### src/rtl/serial_adder_ctrl.sv
// serial_adder_ctrl
//   Bit-serial adder controller. Captures two WIDTH-bit operands and a
//   carry-in on an accepted start, then walks a single 1-bit full-adder cell
//   across the operands LSB first, one bit per clock. Publishes a registered
//   sum/carry-out with a busy/done handshake.
//
// Ports
//   clk    in   rising-edge clock
//   rst_n  in   asynchronous active-low reset
//   start  in   request, accepted in IDLE or DONE only
//   in_a   in   operand A (WIDTH), captured on the accepting edge
//   in_b   in   operand B (WIDTH), captured on the accepting edge
//   cin    in   carry-in, captured on the accepting edge
//   busy   out  high while bits are being processed
//   done   out  one-cycle pulse when sum/cout become valid
//   sum    out  registered result (WIDTH), holds the last completed result
//   cout   out  registered carry-out of the MSB, holds with sum
//
// State table
//   state  | meaning
//   S_IDLE | waiting for start; sum/cout hold the last result
//   S_RUN  | one operand bit per clock through the full adder
//   S_DONE | single cycle with done=1; start here chains the next add

module serial_adder_ctrl #(
    parameter int WIDTH = 8
) (
    input  logic             clk,
    input  logic             rst_n,
    input  logic             start,
    input  logic [WIDTH-1:0] in_a,
    input  logic [WIDTH-1:0] in_b,
    input  logic             cin,
    output logic             busy,
    output logic             done,
    output logic [WIDTH-1:0] sum,
    output logic             cout
);

    localparam int CNT_W = (WIDTH > 1) ? $clog2(WIDTH) : 1;
    localparam logic [CNT_W-1:0] CNT_LOAD = CNT_W'(WIDTH - 1);

    typedef enum logic [1:0] {
        S_IDLE = 2'd0,
        S_RUN  = 2'd1,
        S_DONE = 2'd2
    } state_t;

    state_t           state;
    logic [WIDTH-1:0] sh_a;
    logic [WIDTH-1:0] sh_b;
    logic [WIDTH-1:0] sh_s;
    logic             carry;
    // Bits remaining after the current one; terminal count is zero.
    logic [CNT_W-1:0] cnt;

    logic             fa_sum;
    logic             fa_cout;
    logic [WIDTH-1:0] sh_s_next;

    assign fa_sum  = sh_a[0] ^ sh_b[0] ^ carry;
    assign fa_cout = (sh_a[0] & sh_b[0]) | (sh_a[0] & carry) | (sh_b[0] & carry);

    // New sum bit enters at the MSB so that after WIDTH shifts bit 0 sits at the LSB.
    generate
        if (WIDTH == 1) begin : g_w1
            assign sh_s_next = fa_sum;
        end else begin : g_wn
            assign sh_s_next = {fa_sum, sh_s[WIDTH-1:1]};
        end
    endgenerate

    always_ff @(posedge clk or negedge rst_n) begin
        if (!rst_n) begin
            state <= S_IDLE;
            sh_a  <= '0;
            sh_b  <= '0;
            sh_s  <= '0;
            carry <= 1'b0;
            cnt   <= '0;
            busy  <= 1'b0;
            done  <= 1'b0;
            sum   <= '0;
            cout  <= 1'b0;
        end else begin
            case (state)
                S_IDLE, S_DONE: begin
                    done <= 1'b0;
                    if (start) begin
                        sh_a  <= in_a;
                        sh_b  <= in_b;
                        carry <= cin;
                        sh_s  <= '0;
                        cnt   <= CNT_LOAD;
                        busy  <= 1'b1;
                        state <= S_RUN;
                    end else begin
                        busy  <= 1'b0;
                        state <= S_IDLE;
                    end
                end
                S_RUN: begin
                    sh_a  <= sh_a >> 1;
                    sh_b  <= sh_b >> 1;
                    sh_s  <= sh_s_next;
                    carry <= fa_cout;
                    if (cnt == '0) begin
                        sum   <= sh_s_next;
                        cout  <= fa_cout;
                        busy  <= 1'b0;
                        done  <= 1'b1;
                        state <= S_DONE;
                    end else begin
                        cnt <= cnt - 1'b1;
                    end
                end
                default: begin
                    busy  <= 1'b0;
                    done  <= 1'b0;
                    state <= S_IDLE;
                end
            endcase
        end
    end

endmodule

### config.mk
export PLATFORM = sky130hd
export DESIGN_NAME = serial_adder_ctrl
export DESIGN_NICKNAME = d
export VERILOG_FILES = /design/src/rtl/serial_adder_ctrl.sv
export SDC_FILE = /design/constraint.sdc
export NUM_CORES = 1
export LEC_CHECK = 0
export CAP_MARGIN = 20
export CORE_ASPECT_RATIO = 0.9
export CORE_UTILIZATION = 55
export CTS_BUF_LIST = sky130_fd_sc_hd__clkbuf_16
export CTS_CLUSTER_DIAMETER = 150
export DETAILED_ROUTE_END_ITERATION = 10
export GPL_ROUTABILITY_DRIVEN = 0
export PLACE_DENSITY_LB_ADDON = 0.3
export SLEW_MARGIN = 30
export SYNTH_ARGS = -nofsm -noshare
export SYNTH_HDL_FRONTEND = slang
export SYNTH_SLANG_ARGS = --single-unit
### constraint.sdc
create_clock -name clk -period 2.7 [get_ports clk]
set_input_delay 0.405 -clock clk [delete_from_list [all_inputs] [get_ports clk]]
set_output_delay 0.405 -clock clk [all_outputs]
set_load 0.02 [all_outputs]
==> impl_results.md <==
- Root Buffer: clkbuf_16
- Worst Hold Class: in -> async
- CP endpoint kind: flip-flop
- PwrDens: 1260 nW/um2
- Area of the mapped netlist: 1660 um2
- Vias: 1,163
- Crit-path max FO: 16
- FF-to-FF Start: state[1]$_DFFE_PN0P_
- Worst-case clock buffer depth: 2
- # diodes: 0
- Die width: approximately 60 um
- Final hold vios: 0
- Share of post-route cells with drive strength above 1: 12.2%
- Setup Crit Path Kind: reg -> reg
- M3 GR Usage: 9.38%
- I/O pins: 31
- Max VDD drop: 0.649 mV
- RSZ-0062 raised after global routing: no
- Startpoint types: flip-flop
- Die area: 3240 um2
- PortBufs: 30
- Sequential fraction of the synthesis area: 58.8%
- Drt drc: 0
- Drt pass-1 iters: 4
- Synth Warn #: 0
- Area delta synth->final: 25.8%
- Final HPWL DP: roughly 2100 um
- Critical path arrival: 1.89 ns
- Number of global-route vias before repair: about 1,100
- Wire length per cell: around 16 um
- Worst path slowest cell: nand2b_1
- Cts bufs inserted: 5
- Clk_lat worst skew: 0.28 ns
- Worst slew margin: 45.5%
- Postcts setup bufs: 0
- Max Cap Viol: 0
- Core Area: 2820 um2
- Reg2Reg Setup Slack: 0.97 ns
- Setup violators final: 0
- Die H: 54.1 um
- Clk slew on worst S/H paths: 0.06 ns
- Area contributors post-synth: dfrtp_1 (59%), mux2_4 (8.1%), o22ai_1 (5.7%), a22o_1 (4.7%), nor3_1 (4.5%)
- Most crowded layer after global routing: met2
- Initial DRC Count: 46
- GRT Overall Usage: 23.5%
- Synthesized netlist cell count: 134
- Worst stage delay on the critical path: 0.49 ns
- Post-Synthesis Net Count: between 150 and 200
- TritonCTS clock tree: yes
- FF+latch count, synth: 39
- Initial antenna violation count: 0
- Leak: 0.921 nW
- Critical-path cell list: nand2b_1 > nor2_8 > mux2_4
- Worst path bufs/invs: 0
- Maximum number of pins on one net before global-route repair: 40
- Final Skew: 0.00404 ns
- Fmax: 0.578 GHz
- Avg Cell Area, Syn: 12.4 um2
- Final net count: ~190
- Worst-Margin Slew: 0.817 ns
- CTS resizes: 0
- Routed wire length: 3170 um
- Row count: 18
- Detail Route Antenna Nets: 0
- Setup_tns: 0 ns
- Min Tclk post-route: 1.73 ns
- GR met1 Demand/Resource: 29.1%
- Synth cell types: 23
- Initial Utilization: 59.0%
- Share of the synthesized area in the top cell type: about three fifths
- Crit path max-delay family: simple AND/OR/NAND/NOR gates
- Total grt overflow: 0
- Htree depth: 2
- First-pass GRT wire length: 5200 um
- Status: completed
- Worst r2r path cells: 3
- Hold_buf cts: 0
- Fillers: about 190
- Num Clock Sinks: 39
- Yosys top cell by area: dfrtp_1
- Crit path required time: ~2.9 ns
- Final number of max-transition violations: 0
- Reg2reg end: sum[0]$_DFFE_PN0P_
- Met2 Usage GRT: 36.3%
- Crit share post-route: 64.1%
- DR vias/cell: roughly 5.7
- Dpl cell area: just under 2000 um2
- Finished Cell Area: 2090 um2
[registers in the layout, indices dropped and copies added (netlist names)]
| register | flops |
|---|---|
| busy | 1 |
| carry | 1 |
| cnt | 3 |
| cout | 1 |
| sh_a | 8 |
| sh_b | 8 |
| sh_s | 7 |
| state | 2 |
| sum | 8 |
[cells in the final DEF, fill, tap and decap left out, drive strengths merged, types with 2 or more instances in the layout]
| cell type | synthesis | layout |
|---|---|---|
| mux2i | 2 | 2 |
| ha | 2 | 2 |
| clkdlybuf4s50 | 0 | 29 |
| and2b | 2 | 2 |
| clkinv | 0 | 2 |
| nor3 | 15 | 15 |
| nand2b | 3 | 3 |
| clkbuf | 0 | 5 |
| inv | 3 | 4 |
| mux2 | 9 | 9 |
| a22o | 9 | 9 |
| o22ai | 15 | 15 |
| nand2 | 3 | 3 |
| nor2 | 19 | 19 |
| dfrtp | 39 | 39 |
| buf | 9 | 2 |
[final cells by class]
cell class	count	area, um2	share of cell area [%]
Sequential cell	39	976	46.7
Clock inverter	3	11.3	0.539
Multi-Input combinational cell	83	613	29.3
Inverter	3	11.3	0.539
Clock buffer	5	125	5.99
Tap cell	40	50.0	2.40
Timing Repair Buffer	31	303	14.5
[power by group]
part | switching (W) | total [W] | internal, W | leakage [nW]
clock | 0.000211 | 0.000543 | 0.000332 | 0.0701
sequential | 0.000168 | 0.00102 | 0.000854 | 0.477
combinational | 0.000556 | 0.00107 | 0.000517 | 0.374
total | 0.000935 | 0.00264 | 0.00170 | 0.921
[cell usage after synthesis]
cell type	count
dfrtp_1	39
nor2_1	17
nor3_1	15
o22ai_1	15
a22o_1	9
mux2_4	9
buf_2	6
inv_1	3
nand2_1	3
buf_6	2
ha_1	2
mux2i_1	2
nand2b_1	2
a311oi_1	1
a31oi_1	1
and2b_1	1
and2b_4	1
buf_4	1
fa_1	1
nand2b_2	1
nand3_1	1
nor2_4	1
nor2_8	1
[through the flow]
step	total power [W]	worst slack [ns]	util [%]	cells	hold WS [ns]
6_report	0.00264	0.970	74.2	204	0.217
2_1_floorplan	0.00180	1.31	-	134	0.109
5_1_grt	0.00283	0.870	74.2	204	0.299
4_1_cts	0.00265	0.965	74.2	204	0.258
3_3_place_gp	0.00203	0.937	69.4	196	0.459
3_5_place_dp	0.00209	0.914	69.4	196	0.484
[how the worst max path moves through the flow]
stage / start / endpoint / slack [ns] / cells after the start
final: state[1]$_DFFE_PN0P_ / sum[0]$_DFFE_PN0P_ / 0.97 / 3
after global routing: state[1]$_DFFE_PN0P_ / sum[0]$_DFFE_PN0P_ / 0.87 / 3
after CTS: state[1]$_DFFE_PN0P_ / sum[0]$_DFFE_PN0P_ / 0.97 / 3
after detailed placement: start / sh_a[6]$_DFFE_PN0P_ / 0.91 / 4
after global placement: start / sh_a[6]$_DFFE_PN0P_ / 0.94 / 4
after floorplan: state[1]$_DFFE_PN0P_ / cout$_DFFE_PN0P_ / 1.31 / 4
[worst register-to-register path, stage by stage (launching register included)]
cell      delay, ns
dfrtp_1        0.38
nand2b_1       0.49
nor2_8         0.40
mux2_4         0.34
[metal layers]
layer | up-vias | wire length, um
li1 | 536 | -
met1 | 574 | 1400
met2 | 41 | 1540
met3 | 12 | 146
met4 | 0 | 87
met5 | - | 0
[logic make-up (layout without fill, tap and decap cells)]
family	after synthesis	after routing	synth area share, %
muxes	11	11	9.34
DFF	39	39	58.8
AOI/OAI and AO/OA	26	26	11.3
and+or+nand+nor	43	43	13.6
adders and majority gates	3	3	2.71
buffers and inverters	12	42	4.30
Power figures use the tool's default switching activity.
